==> src/rtl/cpu_dbus_bridge.sv <==
`default_nettype none
// +--------------------------------------------------------------------------+
// | Module      : cpu_dbus_bridge                                            |
// | Description : Adapts the CPU core's single-cycle data port to a memory   |
// |               or bus slave with variable latency and a req/ack + rvalid  |
// |               handshake. The CPU is frozen through o_clk_ce until each   |
// |               access has completed.                                      |
// | Revision    : 1.0 - initial release                                      |
// +--------------------------------------------------------------------------+
// | Parameters                                                               |
// |   TIMEOUT_CYCLES : cycles spent in REQ+RESP before an access is aborted  |
// |                    (only meaningful with CPU_DBUS_TIMEOUT_EN defined)    |
// | Ports                                                                    |
// |   i_clk, i_rst_n        : clock (rising edge), async active-low reset    |
// |   i_addr_d, i_rd_d,     : CPU data-port request (address, read strobe,   |
// |   i_wr_d, i_data_wr_d   :   byte write enables, write data)              |
// |   o_data_rd_d           : read data returned to the CPU                  |
// |   o_clk_ce              : CPU clock enable, low = stall                  |
// |   o_mem_req/i_mem_ack   : memory request handshake                       |
// |   o_mem_we/be/addr/wdata: memory request attributes (word address)       |
// |   i_mem_rvalid/rdata    : memory read response                           |
// |   o_bus_err             : one-cycle pulse on a timeout abort             |
// | Configuration macro                                                      |
// |   CPU_DBUS_TIMEOUT_EN : builds the access timeout counter; when left     |
// |                         undefined the bridge waits indefinitely and      |
// |                         o_bus_err is tied low.                           |
// +--------------------------------------------------------------------------+
module cpu_dbus_bridge #(
   parameter int unsigned TIMEOUT_CYCLES = 64
) (
   input  logic        i_clk,
   input  logic        i_rst_n,
   input  logic [31:0] i_addr_d,
   input  logic        i_rd_d,
   input  logic [3:0]  i_wr_d,
   input  logic [31:0] i_data_wr_d,
   output logic [31:0] o_data_rd_d,
   output logic        o_clk_ce,
   output logic        o_mem_req,
   input  logic        i_mem_ack,
   output logic        o_mem_we,
   output logic [3:0]  o_mem_be,
   output logic [31:0] o_mem_addr,
   output logic [31:0] o_mem_wdata,
   input  logic        i_mem_rvalid,
   input  logic [31:0] i_mem_rdata,
   output logic        o_bus_err
);

   typedef enum logic [1:0] {
      ST_IDLE = 2'd0,
      ST_REQ  = 2'd1,
      ST_RESP = 2'd2,
      ST_DONE = 2'd3
   } state_t;

   state_t      state_q, state_d;
   logic [31:0] addr_q,  addr_d;
   logic [31:0] wdata_q, wdata_d;
   logic [3:0]  be_q,    be_d;
   logic        we_q,    we_d;
   logic [31:0] rdata_q, rdata_d;

   logic is_write;
   logic request;
   logic complete;
   logic timeout;

   // A write strobe takes priority: a simultaneous read strobe is dropped.
   assign is_write = |i_wr_d;
   assign request  = i_rd_d | is_write;

   // An access completes on a write ack, a read ack with same-cycle data,
   // or read data arriving while waiting in RESP.
   always_comb begin
      complete = 1'b0;
      case (state_q)
         ST_REQ:  complete = i_mem_ack & (we_q | i_mem_rvalid);
         ST_RESP: complete = i_mem_rvalid;
         default: complete = 1'b0;
      endcase
   end

`ifdef CPU_DBUS_TIMEOUT_EN
   localparam int unsigned CNT_W = (TIMEOUT_CYCLES > 1) ? $clog2(TIMEOUT_CYCLES) : 1;
   localparam logic [CNT_W-1:0] CNT_LIMIT = CNT_W'(TIMEOUT_CYCLES - 1);

   logic [CNT_W-1:0] cnt_q, cnt_d;

   // Held at zero outside the access so it starts from 0 on entering REQ.
   always_comb begin
      cnt_d = '0;
      if ((state_q == ST_REQ) || (state_q == ST_RESP)) begin
         cnt_d = cnt_q + CNT_W'(1);
      end
   end

   always_ff @(posedge i_clk or negedge i_rst_n) begin
      if (!i_rst_n) begin
         cnt_q <= '0;
      end else begin
         cnt_q <= cnt_d;
      end
   end

   // Completion on the limit cycle wins over the abort.
   assign timeout = ((state_q == ST_REQ) || (state_q == ST_RESP)) &&
                    (cnt_q == CNT_LIMIT) && !complete;
`else
   logic unused_timeout_cfg;
   assign unused_timeout_cfg = (TIMEOUT_CYCLES != 0);
   assign timeout            = 1'b0;
`endif

   always_comb begin
      state_d = state_q;
      addr_d  = addr_q;
      wdata_d = wdata_q;
      be_d    = be_q;
      we_d    = we_q;
      rdata_d = rdata_q;
      case (state_q)
         ST_IDLE: begin
            if (request) begin
               addr_d  = {i_addr_d[31:2], 2'b00};
               wdata_d = i_data_wr_d;
               be_d    = is_write ? i_wr_d : 4'hF;
               we_d    = is_write;
               state_d = ST_REQ;
            end
         end
         ST_REQ: begin
            if (timeout) begin
               rdata_d = '0;
               state_d = ST_DONE;
            end else if (i_mem_ack) begin
               if (we_q) begin
                  state_d = ST_DONE;
               end else if (i_mem_rvalid) begin
                  rdata_d = i_mem_rdata;
                  state_d = ST_DONE;
               end else begin
                  state_d = ST_RESP;
               end
            end
         end
         ST_RESP: begin
            if (timeout) begin
               rdata_d = '0;
               state_d = ST_DONE;
            end else if (i_mem_rvalid) begin
               rdata_d = i_mem_rdata;
               state_d = ST_DONE;
            end
         end
         ST_DONE: begin
            // The CPU consumes the word this cycle; it must not linger.
            rdata_d = '0;
            state_d = ST_IDLE;
         end
         default: state_d = ST_IDLE;
      endcase
   end

   always_ff @(posedge i_clk or negedge i_rst_n) begin
      if (!i_rst_n) begin
         state_q <= ST_IDLE;
         addr_q  <= '0;
         wdata_q <= '0;
         be_q    <= '0;
         we_q    <= 1'b0;
         rdata_q <= '0;
      end else begin
         state_q <= state_d;
         addr_q  <= addr_d;
         wdata_q <= wdata_d;
         be_q    <= be_d;
         we_q    <= we_d;
         rdata_q <= rdata_d;
      end
   end

   // The request follows the state register, so the async reset removes it
   // immediately. Clock enable is gated by reset so the CPU stays frozen.
   assign o_mem_req   = (state_q == ST_REQ);
   assign o_clk_ce    = i_rst_n & (((state_q == ST_IDLE) & ~request) | (state_q == ST_DONE));
   assign o_mem_we    = we_q;
   assign o_mem_be    = be_q;
   assign o_mem_addr  = addr_q;
   assign o_mem_wdata = wdata_q;
   assign o_data_rd_d = rdata_q;
   assign o_bus_err   = timeout;

   logic unused_addr_lsb;
   assign unused_addr_lsb = ^i_addr_d[1:0];

endmodule
`default_nettype wire

==> config.mk <==
export PLATFORM = sky130hd
export DESIGN_NAME = cpu_dbus_bridge
export DESIGN_NICKNAME = d
export VERILOG_FILES = /design/src/rtl/cpu_dbus_bridge.sv
export SDC_FILE = /design/constraint.sdc
export NUM_CORES = 1
export LEC_CHECK = 0
export BUFFER_PORTS_ARGS = -buffer_cell sky130_fd_sc_hd__buf_4
export CAP_MARGIN = 0
export CORE_ASPECT_RATIO = 2
export CORE_UTILIZATION = 40
export DETAILED_ROUTE_END_ITERATION = 16
export PLACE_DENSITY = 0.76
export SYNTH_ARGS = -nofsm -noshare
export SYNTH_HDL_FRONTEND = slang
export SYNTH_SLANG_ARGS = --single-unit
==> constraint.sdc <==
create_clock -name i_clk -period 2.02 [get_ports i_clk]
set_clock_uncertainty 0.05 [all_clocks]
set_input_delay 0.202 -clock i_clk [delete_from_list [all_inputs] [get_ports i_clk]]
set_output_delay 0.202 -clock i_clk [all_outputs]
set_load 0.01 [all_outputs]
==> impl_results.rst, run 1 <==
.. list-table::
   :header-rows: 1

   * - Metric
     - Value
   * - ANT nets after route
     - 0
   * - Final #Nets
     - 590
   * - Core Footprint
     - 0.0102 mm^2
   * - Max-cap check violation count
     - 0
   * - Gate count after technology mapping
     - between 200 and 300
   * - Cell types with the largest area share after synthesis
     - sky130_fd_sc_hd__dfrtp_1 60%, sky130_fd_sc_hd__mux2_2 18%, sky130_fd_sc_hd__mux2_4 8.9%
   * - GR Util All Layers
     - 0.194
   * - Post-layout total power
     - between 0.01 and 0.015 W
   * - Data arrival at the endpoint of the critical path
     - around 1.7 ns
   * - Area growth from synthesis to final layout
     - 47.3%
   * - DRT Wirelength
     - around 10 mm
   * - Via count of the first global-routing pass
     - roughly 3300
   * - Setup Total Neg Slack
     - 0 ns
   * - Port Buffer Count
     - around 200
   * - Worst slew margin relative to its limit
     - 0.511
   * - Classification of the worst setup path
     - reg2out
   * - Warnings, synthesis
     - 0
   * - Insertion delay of the later-clocked pin in the worst-skew pair
     - between 0.3 and 0.4 ns
   * - Startpoint types
     - register
   * - Leakage Power
     - 3.03 nW
   * - # IOs
     - between 200 and 250
   * - H-tree depth
     - 3
   * - Die Span X
     - 74.7 um
   * - Period utilization
     - 0.939
   * - Count of state elements after synthesis
     - between 100 and 150
   * - Number of sinks on the clock net
     - between 100 and 150
   * - Number of antenna violations at the first check in global routing
     - 0
   * - Clk root buf
     - sky130_fd_sc_hd__clkbuf_16
   * - Sum of net half-perimeters after detailed placement
     - 7.75 mm
   * - Grt total ovfl
     - 0
   * - Slowest cell on crit path
     - sky130_fd_sc_hd__dfrtp_1
   * - Final GP Congestion
     - roughly 0.79
   * - Maximum clock rate
     - 527 MHz
   * - Drt initial violations
     - 50
   * - Worst hold-check path type
     - in2reg
   * - Share of flip-flops with an asynchronous set or reset
     - 1.00
   * - Iteration count of the initial detailed-routing pass
     - 4
   * - Average size of a mapped cell
     - 15.5 um^2
   * - Die area
     - 0.0110 mm^2
   * - Clock tree from TritonCTS
     - done
   * - Prevailing post-synth register cell
     - sky130_fd_sc_hd__dfrtp_1
   * - EDFF count, synth
     - 0
   * - Clock-pin transition on the worst setup and hold timing paths
     - 0.07 ns
   * - Highest cell delay on the worst timing path
     - between 0.4 and 0.5 ns
   * - Largest net degree at the start of global routing
     - 60
   * - First-pass GRT wire length
     - ~16 mm
   * - # setup viols final
     - 0
   * - Standard-cell rows
     - 52
   * - Power per unit of standard cell area
     - roughly 1700 mW/mm^2
   * - Post-detailed-placement cell area
     - around 0.006 mm^2
   * - Count of filler cells inserted in the layout
     - a little over 800
   * - Post-synthesis instance area
     - between 0.004 and 0.005 mm^2
   * - Sequential cell area fraction in the yosys report
     - 0.598
   * - Leading cell type by number of instances after synthesis
     - sky130_fd_sc_hd__dfrtp_1
   * - Largest voltage drop on the vdd net
     - 0.000900 V
   * - Via count
     - around 3000
   * - Cts bufs inserted
     - 9
   * - Final routed DRC violation total
     - 0
   * - Required time worst endpoint
     - around 1.8 ns
   * - ANT cells
     - 0
   * - Most frequent cells after synthesis
     - 101 x sky130_fd_sc_hd__dfrtp_1, 69 x sky130_fd_sc_hd__mux2_2, 32 x sky130_fd_sc_hd__nor2b_1
   * - Critical-path maximum fanout
     - 5
   * - Fraction of final layout cells with drive strength greater than 1
     - 0.666
   * - Post-route standard cell area excluding fillers
     - 0.00622 mm^2
   * - Number of vias per cell
     - roughly 4.8
   * - Final critical path time including I/O delays and setup
     - around 1.9 ns
   * - Setup slack of the most critical reg-to-reg path
     - 0.21 ns
   * - Number of distinct library cell variants in the gate-level netlist after synthesis
     - 24
   * - Avg WL per Cell
     - roughly 16 um
   * - Setup repair after global routing missed its margin
     - no
   * - Initial core utilization
     - 0.414
   * - Result of the run
     - complete, no violations
   * - Cell with the most instances on the worst path
     - sky130_fd_sc_hd__inv_1
   * - Sequence of cells on the critical path
     - inv_1, ha_1, inv_1, nor3_1, o21a_1, buf_4
   * - Share of Yosys cell area claimed by the top area cell type
     - 0.598
   * - Endpoint kind of the worst setup timing path
     - output pin
   * - Max-slew violation count
     - 0
   * - Slew of the pin with the lowest slew margin
     - approximately 0.73 ns
   * - Number of hold violations in the final report
     - 0
   * - Cell taking the most area after synthesis
     - sky130_fd_sc_hd__dfrtp_1
   * - Final core area utilization
     - 0.609
   * - Maximum clock path buffer count
     - 2
   * - Chip Height
     - about 150 um
state kept, by name, summed over array words and instances, names as in the netlist:
register,flops
o_data_rd_d,32
o_mem_addr,30
o_mem_be,4
o_mem_wdata,32
o_mem_we,1
state_q,2
per-layer routing:
layer	wire, um	track usage	vias up
li1	-	-	1344
met1	3360	0.196	1463
met2	5570	0.341	144
met3	650	0.0521	33
met4	480	0.111	0
met5	0	0	-
placed cells by master (no fill, tap or decap), types with 2 or more instances in the layout:
cell                         netlist  routed
sky130_fd_sc_hd__ha_1              5       5
sky130_fd_sc_hd__mux2_2           69      69
sky130_fd_sc_hd__conb_1            1       3
sky130_fd_sc_hd__nor2b_1          32      32
sky130_fd_sc_hd__inv_1             4       3
sky130_fd_sc_hd__nand2b_1          3       3
sky130_fd_sc_hd__dfrtp_1         101     101
sky130_fd_sc_hd__buf_12            0       3
sky130_fd_sc_hd__mux2_4           25      25
sky130_fd_sc_hd__inv_8             0       2
sky130_fd_sc_hd__buf_4             3     206
sky130_fd_sc_hd__o22a_1            4       4
sky130_fd_sc_hd__clkbuf_16         0       9
sky130_fd_sc_hd__clkinvlp_4        0       2
through the flow:
step                      instances  worst slack (ns)  hold WS [ns]
after global routing            620           0.00585        0.0194
after detailed placement        603             0.211         0.275
final                           620             0.123        0.0378
after floorplan                 275             0.101        -0.144
after global placement          603             0.234         0.266
after CTS                       620            0.0418        0.0198
cell type report:
cell class / instances / area [um^2] / share of cell area
clock buffer: 10 / 239 / 0.0384
clock inverter: 6 / 55.1 / 0.00885
inverter: 4 / 15.0 / 0.00241
multi-input combinational: 154 / 1600 / 0.257
sequential: 101 / 2530 / 0.406
tap: 135 / 169 / 0.0271
timing repair buffer: 210 / 1620 / 0.260
power breakdown:
| part | internal [W] | switching, W | leakage (nW) | total [W] |
|---|---|---|---|---|
| registers | 0.00307 | 0.000580 | 1.20 | 0.00365 |
| clock network | 0.000893 | 0.000774 | 0.139 | 0.00167 |
| logic | 0.00309 | 0.00211 | 1.70 | 0.00521 |
path summary, 6_finish.rpt:
check	depth (start not counted)	startpoint	end
hold reg to reg	1	o_data_rd_d[1]$_DFFE_PN0P_	o_data_rd_d[1]$_DFFE_PN0P_
setup / recovery	6	state_q[1]$_DFFE_PN0P_	o_clk_ce
hold / removal	2	i_addr_d[22]	o_mem_addr[22]$_DFFE_PN0P_
setup reg to reg	5	state_q[1]$_DFFE_PN0P_	o_data_rd_d[9]$_DFFE_PN0P_
max in group asynchronous	3	i_rst_n	o_data_rd_d[16]$_DFFE_PN0P_
min in group asynchronous	3	i_rst_n	o_mem_addr[25]$_DFFE_PN0P_
critical path: cells and delay by family (launching register included):
kind	cells	cell delay, ns
fa+ha+maj	1	0.22
buf+inv	3	0.32
flops	1	0.42
simple gates	1	0.21
compound gates	1	0.13
cell families (layout without fill, tap and decap cells):
kind of cell,Yosys count,after routing,synth area share
AO/OA/AOI/OAI,11,11,0.0213
adder cells (fa/ha/maj),5,5,0.0148
flip-flops,101,101,0.598
buffers and inverters,20,230,0.0293
other,1,3,0.000888
AND/OR/NAND/NOR,39,39,0.0575
multiplexers,96,96,0.278
timing repair:
action | 4_1_cts | 5_1_grt
resized for setup | 0 | 1
buffers inserted | 0 | 0
hold endpoints to repair | 66 | 0
hold buffers | 1 | 0
setup endpoints to repair | 0 | 1
Note: power is estimated with default switching activity, not from simulation.
==> run 2, diff against run 1 <==
--- a/config.mk
+++ b/config.mk
@@ -9,6 +9,7 @@
 export CAP_MARGIN = 0
 export CORE_ASPECT_RATIO = 2
 export CORE_UTILIZATION = 40
+export CTS_BUF_LIST = sky130_fd_sc_hd__clkbuf_8
 export DETAILED_ROUTE_END_ITERATION = 16
 export PLACE_DENSITY = 0.76
 export SYNTH_ARGS = -nofsm -noshare
==> run 2 against run 1 <==
Effect of this change:
- via count grew 6.8%
- register-to-register slack gained 0.04 ns
- count of clock-buffer cells in the layout is the same
- sequential share of layout area shrank 2.5 points
- critical path type unchanged
- critical endpoint unchanged
- largest cell class unchanged
- highest routed layer unchanged
==> impl_results.rst, run 2 (same netlist as run 1, synthesis figures left out) <==
.. list-table::
   :header-rows: 1

   * - Metric
     - Value
   * - # setup viols final
     - 0
   * - Via count of the first global-routing pass
     - 3504
   * - Leakage Power
     - approximately 3.2 nW
   * - GR Util All Layers
     - 0.205
   * - Highest-count cells in the layout ignoring fill and taps
     - 207 x sky130_fd_sc_hd__buf_4, 101 x sky130_fd_sc_hd__dfrtp_1, 69 x sky130_fd_sc_hd__mux2_2
   * - Number of vias per cell
     - ~4.8
   * - Area growth from synthesis to final layout
     - 56.8%
   * - Core Footprint
     - between 0.01 and 0.015 mm^2
   * - Insertion delay of the later-clocked pin in the worst-skew pair
     - roughly 0.36 ns
   * - Crit path setup slack, layout
     - between 0.1 and 0.15 ns
   * - Period utilization
     - 0.936
   * - Depth of the most critical reg-to-reg path
     - 5
   * - Avg WL per Cell
     - 16.4 um
   * - Clock-pin transition on the worst setup and hold timing paths
     - 0.10 ns
   * - Post-placement worst setup slack
     - 0.211 ns
   * - Slew of the pin with the lowest slew margin
     - about 0.73 ns
   * - Classification of the worst setup path
     - reg2out
   * - Setup slack of the most critical reg-to-reg path
     - between 0.2 and 0.3 ns
   * - DRT Wirelength
     - around 11 mm
   * - Capturing point of the worst reg2reg path
     - o_data_rd_d[16]$_DFFE_PN0P_
   * - Max-slew violation count
     - 0
   * - Worst slew margin relative to its limit
     - 0.513
   * - Iteration count of the initial detailed-routing pass
     - 4
   * - Source of the worst register-to-register timing path
     - state_q[1]$_DFFE_PN0P_
   * - Final core area utilization
     - 0.648
   * - Result of the run
     - complete, no violations
   * - Cell total after placement
     - between 600 and 700
   * - Final critical path time including I/O delays and setup
     - 1.89 ns
   * - Standard-cell rows
     - 52
   * - Final GP Congestion
     - approximately 0.8
   * - First-pass GRT wire length
     - ~17 mm
   * - Required time worst endpoint
     - approximately 1.8 ns
   * - Most common cell after layout, fill and taps aside
     - sky130_fd_sc_hd__buf_4
   * - Maximum clock path buffer count
     - 2
   * - Fraction of final layout cells with drive strength greater than 1
     - 0.607
   * - Clk root buf
     - sky130_fd_sc_hd__clkbuf_8
   * - ANT nets after route
     - 0
   * - Grt total ovfl
     - 0
   * - Endpoint kind of the worst setup timing path
     - output pin
   * - Setup repair after global routing missed its margin
     - no
   * - # IOs
     - 209
   * - Chip Height
     - roughly 150 um
   * - Sum of net half-perimeters after detailed placement
     - between 7 and 8 mm
   * - Setup Total Neg Slack
     - 0 ns
   * - Final routed DRC violation total
     - 0
   * - H-tree depth
     - 3
   * - Largest net degree at the start of global routing
     - 60
   * - Port Buffer Count
     - about 200
   * - Number of hold violations in the final report
     - 0
   * - Clock tree from TritonCTS
     - done
   * - Worst hold-check path type
     - in2reg
   * - Worst setup path startpoint
     - state_q[0]$_DFFE_PN0P_
   * - Max-cap check violation count
     - 0
   * - Post-layout total power
     - 0.0102 W
   * - Power per unit of standard cell area
     - ~1500 mW/mm^2
   * - Number of sinks on the clock net
     - roughly 100
   * - Final standard cell count with taps included and fillers excluded
     - approximately 670
   * - Die area
     - between 0.01 and 0.015 mm^2
   * - Final #Nets
     - 640
   * - Drt initial violations
     - slightly below 90
   * - Data arrival at the endpoint of the critical path
     - between 1.5 and 2 ns
   * - Initial core utilization
     - 0.414
   * - CP Capture Point
     - o_clk_ce
   * - Startpoint types
     - register
   * - Maximum clock rate
     - between 500 and 600 MHz
   * - Die Span X
     - 74.7 um
   * - Via count
     - 3188
   * - Cts bufs inserted
     - 9
   * - Largest voltage drop on the vdd net
     - around 0.00094 V
   * - Number of antenna violations at the first check in global routing
     - 1
   * - Critical-path maximum fanout
     - 5
run 2: critical path: stages (launching register included):
cell and delay (ns):
sky130_fd_sc_hd__dfrtp_1 0.44, sky130_fd_sc_hd__inv_2 0.12, sky130_fd_sc_hd__ha_2 0.21, sky130_fd_sc_hd__inv_1 0.06, sky130_fd_sc_hd__nor3_1 0.20, sky130_fd_sc_hd__o21a_1 0.13
sky130_fd_sc_hd__buf_4 0.12
run 2: cell type report:
type / count / area, um^2
inverters: 4 / 15.0
diodes: 1 / 2.50
multi-input cells: 154 / 1600
repair buffers: 260 / 2110
well taps: 135 / 169
clock inverters: 6 / 55.1
flip-flops and latches: 101 / 2530
fillers: 734 / 3590
clock buffers: 10 / 138
run 2: worst min path at each step:
stage | to | cells after the start | slack (ns) | from
after floorplan | o_data_rd_d[0]$_DFFE_PN0P_ | 0 | -0.14 | i_rst_n
after global placement | o_mem_wdata[29]$_DFFE_PN0P_ | 2 | 0.27 | i_rst_n
after detailed placement | o_mem_addr[25]$_DFFE_PN0P_ | 2 | 0.27 | i_rst_n
after CTS | o_mem_wdata[14]$_DFFE_PN0P_ | 2 | 0.0009 | i_data_wr_d[14]
after global routing | o_mem_wdata[15]$_DFFE_PN0P_ | 2 | 0.0004 | i_data_wr_d[15]
final | o_mem_wdata[21]$_DFFE_PN0P_ | 2 | 0.01 | i_data_wr_d[21]
run 2: timing repair:
action                                  CTS  global route
endpoints found under the setup margin    0             1
buffers inserted                          0             1
endpoints found under the hold margin   142             8
hold buffers                             42             8
resized for setup                         0             2
run 2: power by group:
| part | internal (W) | switching [W] | total (W) | leakage [nW] |
|---|---|---|---|---|
| clock network | 0.000505 | 0.000732 | 0.00124 | 0.0929 |
| logic | 0.00317 | 0.00217 | 0.00534 | 1.91 |
| registers | 0.00307 | 0.000593 | 0.00366 | 1.20 |
run 2: per-layer routing:
metal | global-route usage | routed length, um | up-vias
li1 | - | - | 1446
met1 | 0.207 | 3670 | 1556
met2 | 0.356 | 6070 | 151
met3 | 0.0576 | 731 | 35
met4 | 0.125 | 503 | 0
met5 | 0 | 0 | -
run 2: per-stage QoR:
stage | cell area (um^2) | hold WS (ns)
floorplan | 4230 | -0.144
finish | 6620 | 0.0144
CTS | 6530 | 0.000867
global placement | 5920 | 0.266
detailed placement | 5920 | 0.275
global route | 6620 | 0.000438
